--- config.mk ---
export PLATFORM = sky130hd
export DESIGN_NAME = opstack
export DESIGN_NICKNAME = d
export VERILOG_FILES = /design/src/rtl/opstack.sv
export SDC_FILE = /design/constraint.sdc
export NUM_CORES = 2
export LEC_CHECK = 0
export ABC_CLOCK_PERIOD_IN_PS = 9050
export BUFFER_PORTS_ARGS = -buffer_cell sky130_fd_sc_hd__buf_2
export CORE_UTILIZATION = 50
export CTS_CLUSTER_SIZE = 25
export DETAILED_ROUTE_END_ITERATION = 10
export MAX_ROUTING_LAYER = met4
export PLACE_DENSITY = 0.74
export SLEW_MARGIN = 10
export SYNTH_ARGS = -nofsm -noshare
export SYNTH_HDL_FRONTEND = slang
export SYNTH_SLANG_ARGS = --single-unit
export TNS_END_PERCENT = 1
--- constraint.sdc ---
create_clock -name clk -period 9.05 [get_ports clk]
set_input_delay 0.4525 -clock clk [delete_from_list [all_inputs] [get_ports clk]]
set_output_delay 0.4525 -clock clk [all_outputs]
set_load 0.05 [all_outputs]
--- src/rtl/opstack.sv ---
// opstack: operand stack with pop-before-push semantics and a sticky trap.
// Up to two entries pop and one entry pushes per cycle. All outputs are
// registers updated one cycle after the request. Any trap (underflow,
// overflow, type mismatch) freezes the stack until reset.
// Optional feature macro: OPSTACK_TYPECHECK_EN.
//   When defined, a 2-bit type tag is stored with every entry.
//   Each popped tag is checked against pop_type.
module opstack #(
    parameter int WIDTH = 64,
    parameter int DEPTH = 4
) (
    input  logic             clk,
    input  logic             reset,
    input  logic             push,
    input  logic [WIDTH-1:0] push_data,
    input  logic [1:0]       push_type,
    input  logic [1:0]       pop,
    input  logic [1:0]       pop_type,
    output logic [WIDTH-1:0] top0,
    output logic [WIDTH-1:0] top1,
    output logic             empty,
    output logic [DEPTH:0]   size,
    output logic [3:0]       trap
);

    localparam int              CAP        = 2 ** DEPTH;
    localparam logic [DEPTH+1:0] CAP_W     = (DEPTH + 2)'(CAP);
    localparam logic [3:0]      TRAP_NONE  = 4'd0;
    localparam logic [3:0]      TRAP_OVER  = 4'd1;
    localparam logic [3:0]      TRAP_UNDER = 4'd2;
    localparam logic [3:0]      TRAP_TYPE  = 4'd3;

    // Storage and architectural state
    logic [WIDTH-1:0] mem_r [CAP];
    logic [DEPTH:0]   size_r;
    logic [3:0]       trap_r;
    logic [WIDTH-1:0] top0_r;
    logic [WIDTH-1:0] top1_r;
    logic             empty_r;

    // Request decode and next-state values
    logic [DEPTH:0]   pop_cnt_s;
    logic [DEPTH:0]   base_s;
    logic [DEPTH+1:0] new_size_s;
    logic             underflow_s;
    logic             overflow_s;
    logic             mismatch_s;
    logic             accept_s;
    logic [3:0]       trap_next_s;
    logic [DEPTH-1:0] wr_idx_s;
    logic [DEPTH-1:0] rd1_idx_s;
    logic [DEPTH-1:0] rd2_idx_s;
    logic [WIDTH-1:0] top0_next_s;
    logic [WIDTH-1:0] top1_next_s;

    // Normalise the pop request: 3 behaves as 2.
    always_comb begin
        pop_cnt_s = '0;
        case (pop)
            2'd0:    pop_cnt_s = (DEPTH + 1)'(0);
            2'd1:    pop_cnt_s = (DEPTH + 1)'(1);
            2'd2:    pop_cnt_s = (DEPTH + 1)'(2);
            default: pop_cnt_s = (DEPTH + 1)'(2);
        endcase
    end

    // Size arithmetic and the underflow / overflow checks.
    // base_s is only meaningful when there is no underflow.
    always_comb begin
        base_s      = size_r - pop_cnt_s;
        new_size_s  = {1'b0, base_s} + {{(DEPTH + 1){1'b0}}, push};
        underflow_s = (pop_cnt_s > size_r);
        overflow_s  = (new_size_s > CAP_W);
        wr_idx_s    = base_s[DEPTH-1:0];
        rd1_idx_s   = base_s[DEPTH-1:0] - DEPTH'(1);
        rd2_idx_s   = base_s[DEPTH-1:0] - DEPTH'(2);
    end

`ifdef OPSTACK_TYPECHECK_EN
    logic [1:0]       tag_r [CAP];
    logic [DEPTH-1:0] tidx0_s;
    logic [DEPTH-1:0] tidx1_s;

    // Compare the tags of every entry being popped against pop_type.
    always_comb begin
        tidx0_s    = size_r[DEPTH-1:0] - DEPTH'(1);
        tidx1_s    = size_r[DEPTH-1:0] - DEPTH'(2);
        mismatch_s = 1'b0;
        if ((pop_cnt_s >= (DEPTH + 1)'(1)) && (tag_r[tidx0_s] != pop_type)) begin
            mismatch_s = 1'b1;
        end else if ((pop_cnt_s >= (DEPTH + 1)'(2)) && (tag_r[tidx1_s] != pop_type)) begin
            mismatch_s = 1'b1;
        end else begin
            mismatch_s = 1'b0;
        end
    end

    // Tag storage follows the data storage write.
    always_ff @(posedge clk) begin
        if (!reset && accept_s && push) begin
            tag_r[wr_idx_s] <= push_type;
        end
    end
`else
    logic unused_type_s;

    // Without type checking the tag inputs have no effect.
    always_comb begin
        mismatch_s    = 1'b0;
        unused_type_s = ^{push_type, pop_type};
    end
`endif

    // Trap selection by priority: underflow, then type, then overflow.
    always_comb begin
        trap_next_s = TRAP_NONE;
        accept_s    = 1'b0;
        if (trap_r != TRAP_NONE) begin
            trap_next_s = trap_r;
            accept_s    = 1'b0;
        end else if (underflow_s) begin
            trap_next_s = TRAP_UNDER;
            accept_s    = 1'b0;
        end else if (mismatch_s) begin
            trap_next_s = TRAP_TYPE;
            accept_s    = 1'b0;
        end else if (overflow_s) begin
            trap_next_s = TRAP_OVER;
            accept_s    = 1'b0;
        end else begin
            trap_next_s = TRAP_NONE;
            accept_s    = 1'b1;
        end
    end

    // Next visible top entries.
    // Reads use pre-write storage, which is valid because the write lands
    // at index base_s, above every entry read here.
    always_comb begin
        top0_next_s = '0;
        top1_next_s = '0;
        if (push) begin
            top0_next_s = push_data;
            if (base_s >= (DEPTH + 1)'(1)) begin
                top1_next_s = mem_r[rd1_idx_s];
            end else begin
                top1_next_s = '0;
            end
        end else begin
            if (base_s >= (DEPTH + 1)'(1)) begin
                top0_next_s = mem_r[rd1_idx_s];
            end else begin
                top0_next_s = '0;
            end
            if (base_s >= (DEPTH + 1)'(2)) begin
                top1_next_s = mem_r[rd2_idx_s];
            end else begin
                top1_next_s = '0;
            end
        end
    end

    // Size, trap and registered top/empty outputs.
    always_ff @(posedge clk) begin
        if (reset) begin
            size_r  <= '0;
            trap_r  <= TRAP_NONE;
            top0_r  <= '0;
            top1_r  <= '0;
            empty_r <= 1'b1;
        end else if (trap_r == TRAP_NONE) begin
            if (accept_s) begin
                size_r  <= new_size_s[DEPTH:0];
                top0_r  <= top0_next_s;
                top1_r  <= top1_next_s;
                empty_r <= (new_size_s == '0);
            end else begin
                trap_r  <= trap_next_s;
            end
        end
    end

    // Data storage is not reset; only size decides which entries are live.
    always_ff @(posedge clk) begin
        if (!reset && accept_s && push) begin
            mem_r[wr_idx_s] <= push_data;
        end
    end

    assign top0  = top0_r;
    assign top1  = top1_r;
    assign empty = empty_r;
    assign size  = size_r;
    assign trap  = trap_r;

endmodule

==> After elaboration in Yosys (flattened, before gate mapping) <==
Memories as Yosys holds them, arrays and structs flattened.
Index checks and enable logic that the tools add are counted.
W data, S select, Z words.
{ "word_totals": {"input_bits": 73, "mem_bits_rw": 1024, "word_cells": 38, "register_bits": 138, "mem_count": 1} }
{ "classes": {"bitwise": 2, "n_reduce_logical": 9, "add_sub_neg": 4, "n_mux": 12, "n_lt_le_gt_ge": 4, "eq_ne": 1} }
{ "mem_list": {"columns": ["memory", "depth", "word_bits", "rd", "rd_clocked_by_memory_dff", "wr", "line", "text"], "rows": [
  ["mem_r", 16, 64, 2, 0, 1, "34", "logic [WIDTH-1:0] mem_r [CAP];"]
]} }
{ "op_table": {"columns": ["cell", "n"], "rows": [
  ["$mux W64", 4],
  ["$add A5 B1 Y6", 1],
  ["$gt A6 B5 Y1 const B", 1],
  ["$logic_not A6 Y1", 1],
  ["$mux W1", 6],
  ["$ge A5 B1 Y1 const B", 1],
  ["$ge A5 B2 Y1 const B", 1],
  ["$gt A5 B5 Y1", 1],
  ["$sub A5 B5 Y5", 1],
  ["$logic_not A4 Y1", 1],
  ["$pmux W2 S2", 1],
  ["$reduce_bool A4 Y1", 1],
  ["$sub A4 B1 Y4 const B", 1],
  ["$sub A4 B2 Y4 const B", 1],
  ["$reduce_and A3 Y1", 1],
  ["$eq A2 B1 Y1 const B", 1],
  ["$logic_and A1 B1 Y1", 2],
  ["$logic_not A2 Y1", 1],
  ["$mux W2", 1],
  ["$not A1 Y1", 2],
  ["$reduce_and A2 Y1", 1],
  ["$logic_not A1 Y1", 1]
]} }

==> Logic depth before layout (Yosys ltp) <==
{ "depth": {"word_depth": 12, "ltp_mapped": 15} }

==> Least setup slack after synthesis <==
OpenSTA, ideal clock, no wires.
{ "synth_timing": {"path_kind": "register to register", "start": "register size_r[0], in the netlist size[0]", "end": "memory mem_r[8][0] (enable)", "required_time_ps": 8564, "path_buffers": 2, "slack_ps": 2691, "stages_incl_launch_ff": 16, "arrival_ps": 5873, "path_cell_list": "dfxtp_1 -> inv_1 -> ha_1 -> inv_1 -> fa_1 -> xor2_4 -> inv_2 -> ha_1 -> nand2_1 -> nor2_1 -> a21o_1 -> a311oi_2 -> buf_4 -> buf_2 -> nand4_1 -> nor2_1"} }
{ "synth_between": {"elab_chain_len": 10, "elab_cells_between_ends": 11, "classes_between": "add/sub: 2; order compare: 2; mux: 5; reduce/logical: 2"} }
{ "synth_lines": {"columns": ["item", "line", "text"], "rows": [
  ["start: declaration", "35", "logic [DEPTH:0] size_r;"],
  ["start signal: assignment", "173", "size_r <= new_size_s[DEPTH:0];"],
  ["$sub A5 B5 Y5", "70", "base_s = size_r - pop_cnt_s;"],
  ["$add A5 B1 Y6", "71", "new_size_s = {1'b0, base_s} + {{(DEPTH + 1){1'b0}}, push};"],
  ["$gt A6 B5 Y1", "73", "overflow_s = (new_size_s > CAP_W);"],
  ["$mux W1", "127", "end else if (overflow_s) begin"],
  ["$mux W1", "121", "end else if (underflow_s) begin"],
  ["$mux W1", "118", "if (trap_r != TRAP_NONE) begin"],
  ["$logic_and A1 B1 Y1 (2 in series)", "185", "if (!reset && accept_s && push) begin"],
  ["$mux W1", "185", null],
  ["$mux W1 (implied by the code)", "186", "mem_r[wr_idx_s] <= push_data;"],
  ["end: declaration", "34", null]
]} }
Parallel ways exist; a longest one is shown, timed or not.

==> Worst setup path in the final report <==
{ "layout_timing": {"start": "register size_r[0], in the netlist size[0]", "end": "register top0_r[59], in the netlist top0[59]"} }
{ "layout_between": {"elab_chain_len": 7, "elab_cells_between_ends": 13, "classes_between": "add/sub: 3; order compare: 3; mux: 5; reduce/logical: 1; memory: 1"} }
{ "layout_lines": {"columns": ["item", "line", "text"], "rows": [
  ["$sub A5 B5 Y5", "70", null],
  ["$add A5 B1 Y6", "71", null],
  ["$gt A6 B5 Y1", "73", null],
  ["$mux W1", "127", null],
  ["$mux W1", "121", null],
  ["$mux W1", "118", null],
  ["$reduce_and A2 Y1 (no line)", null, null],
  ["end signal: assignment", "174", "top0_r <= top0_next_s;"],
  ["end: declaration", "37", "logic [WIDTH-1:0] top0_r;"]
]} }
Parallel ways exist; a longest one is shown, timed or not.
A chain may end at the register's enable or synchronous reset.

==> results.toml <==
[timing]
fin_hold_ws_ns = 0.124
max_slew_margin = 0.159
slew_violations = 0
setup_viol = 0
max_freq_mhz = 145
tns_ns = 0
skew_ns = 0.0243
hold_violations = 0
fin_crit_sh = 0.760
grt_setup_unrepaired = "no"
tightest_slew_ns = 1.26
fin_crit_ns = 6.88
setup_slack_ns = 2.17

[layout]
area_growth_pct = 11.5
fin_nets = 3091
final_common_cell = "edfxtp_1"
layout.cells.non_filler = 4508
fillers = 7820
drive_gt1_frac = 0.315
final_cell_mix = "1024 x edfxtp_1, 513 x mux4_2, 255 x mux2i_1"

[clock_tree]
clock-root-buffer = "clkbuf_16"
ctsHoldBuffers = 0
cts_tree = "built"
cts_max_level = 3
worstSkewPairLatency_ns = 0.71
postCtsSetupRepairBufs = 0
clkTransAtPathRegs_ns = 0.06
cts_buffers = 116
cts_resized = 0
clock_sinks = 1160
clock_path_buffers = 3

[floorplanning]
die-area_um2 = 108000
initial_core_util = 0.506
rows = 119
die_w_um = 329
die_h_um = 329
num_io_pins = 211
core_um2 = 106000

[route]
drtIter0Drc = 4100
dr.pass1.iters = 11
vias = 31600
viasPerCell = 7.00
route.detailed.drc = 16
drt_wl_total_mm = 146
wl_per_cell_um = 32.5
ant_nets = 0

[placement]
gp_congestion = 0.792
post-place-ws_ns = 1.72
port_buffers = 204
dp.cells = 4278
dp_hpwl_mm = 78.7

[status]
violations = "design-rule violations"
status = "finished, violations left"

[power]
pwr-share-clk = 0.200
power.share.switching = 0.417
cellLeakagePower_nw = 19.8
power_switching_mw = 9.84
p_per_area_nw_per_um2 = 396
p_int_mw = 13.8
irDropWorstVdd_uv = 827
combPwrFrac = 0.523
p_seq_frac = 0.277

[worst_hold_path]
hold_start = "push_data[22]"
worstHoldPathCells = 1
worstHoldPathType = "in2reg"

[setup_path]
critical_path_class = "reg2reg"
cpPeakStageDelay_ns = 1.08
cp_cell_sequence = "inv_1 > ha_4 > inv_1 > fa_4 > buf_4 > inv_2 > ha_1 > a21boi_0 > xnor3_4 > buf_4 > mux2i_1 > a22oi_1 > a211oi_1"
worstReg2RegStart = "size[0]$_SDFFE_PP0P_"
critPathBufInv = 5
required_ns = 9.67
worstSetupStartpoint = "size[0]$_SDFFE_PP0P_"
start_kind = "flop"
crit_family = "buffers and inverters"
critPathArrivalTime_ns = 7.50
slowest_stage = "fa_4"
reg2regPathDepth = 13
endpoint_kind = "flop"
critPathMaxFanout = 56
cp.depth = 13

[logic_synthesis]
netlist_area_um2 = 53500
synth_compound_area_frac = 0.0640
synth_cells = 2881
synth-adder-area-share = 0.00295
synth_simple_gate_area_share = 0.0168
synth_top_family_by_area = "multiplexers"
yosys_most_used_dff = "edfxtp_1"
yosys_warnings = 0
synth_edf_count = 1024
ys_ff_latch = 1160
synth_xor_area_frac = 0.00243
seq_area_frac_synth = 0.626
avgSynthCellArea_um2 = 18.6
ys_async_sr_fraction = 0
synth_mux_area_frac = 0.264
ys_types = 48

[global_route]
grt_max_degree = 143
overflow = 0
antenna_found_initial = 11
first_global_vias = 32700
grtUsageTotal = 0.281
grt_pass1_wl_mm = 216

[job]
cap_violations = 0
## final cells by class
type | count | area, um^2 | share of cell area
timing repair buffer | 266 | 1670 | 0.0280
inverter | 11 | 41.3 | 0.000693
clock inverter | 74 | 674 | 0.0113
sequential | 1160 | 33500 | 0.561
multi-input combinational | 1451 | 19000 | 0.318
tap | 1391 | 1740 | 0.0292
antenna | 11 | 27.5 | 0.000462
clock buffer | 144 | 3030 | 0.0508
## Yosys cell counts, drive strengths merged (2+ instances only)
library cell,n,area [um^2]
nor3,2,15.0
nand4,5,31.3
nand3,2,10.0
a22oi,64,480
mux2i,255,2550
clkbuf,94,353
o21ai,5,25.0
ha,11,138
buf,166,882
a31o,2,17.5
dfxtp,136,2720
inv,11,41.3
a211o,63,552
and2,64,400
a211oi,128,961
a311oi,67,593
a21oi,134,671
xnor3,3,67.6
mux4,513,11600
nand2,74,278
edfxtp,1024,30700
nor2b,2,12.5
and3,2,12.5
a21o,3,22.5
nand2b,2,12.5
xnor2,4,35.0
a41oi,2,32.5
nor2,29,111
## logic make-up (layout without fill, tap and decap cells)
logic type,after synthesis,after routing
flip-flops,1160,1160
AND/OR/NAND/NOR,184,184
adder cells (fa/ha/maj),12,12
buffers and inverters,271,495
multiplexers,769,769
other,1,13
AO/OA/AOI/OAI,476,476
XOR/XNOR,8,8
## through the flow
step	power [mW]	utilization	instance area, um^2
CTS	23.6	0.564	59600
finish	23.6	0.564	59600
global placement	18.6	0.528	55900
detailed placement	18.9	0.528	55900
global route	24.5	0.564	59600
floorplan	15.8	-	53500
## state kept, by name, indices dropped and copies added, names as in the netlist
register / flops
top0: 64
empty: 1
size: 5
top1: 64
trap: 2
mem_r: 1024
## power groups by stage
stage | sequential [mW] | combinational, mW | clock (mW)
floorplan | 7.59 | 8.19 | 0
global placement | 6.61 | 12.0 | 0
detailed placement | 6.63 | 12.3 | 0
CTS | 6.52 | 12.3 | 4.77
global route | 6.56 | 13.0 | 4.94
finish | 6.53 | 12.3 | 4.72
## path summary, 6_finish.rpt
path	endpoint	slack, ns
worst max-delay path	top0[59]$_SDFFE_PP0P_	2.17
worst min-delay path	mem_r[7][22]$_DFFE_PP_	0.12
worst max register to register	top0[59]$_SDFFE_PP0P_	2.17
worst min register to register	size[0]$_SDFFE_PP0P_	0.52
## metal layers
layer,track usage,part of all wire,vias to the layer above
li1,-,-,12600
met1,0.364,0.36,16600
met2,0.444,0.49,2032
met3,0.0502,0.11,357
met4,0.108,0.037,0
met5,-,0,-
No activity file was read; power rests on OpenSTA's default activity.
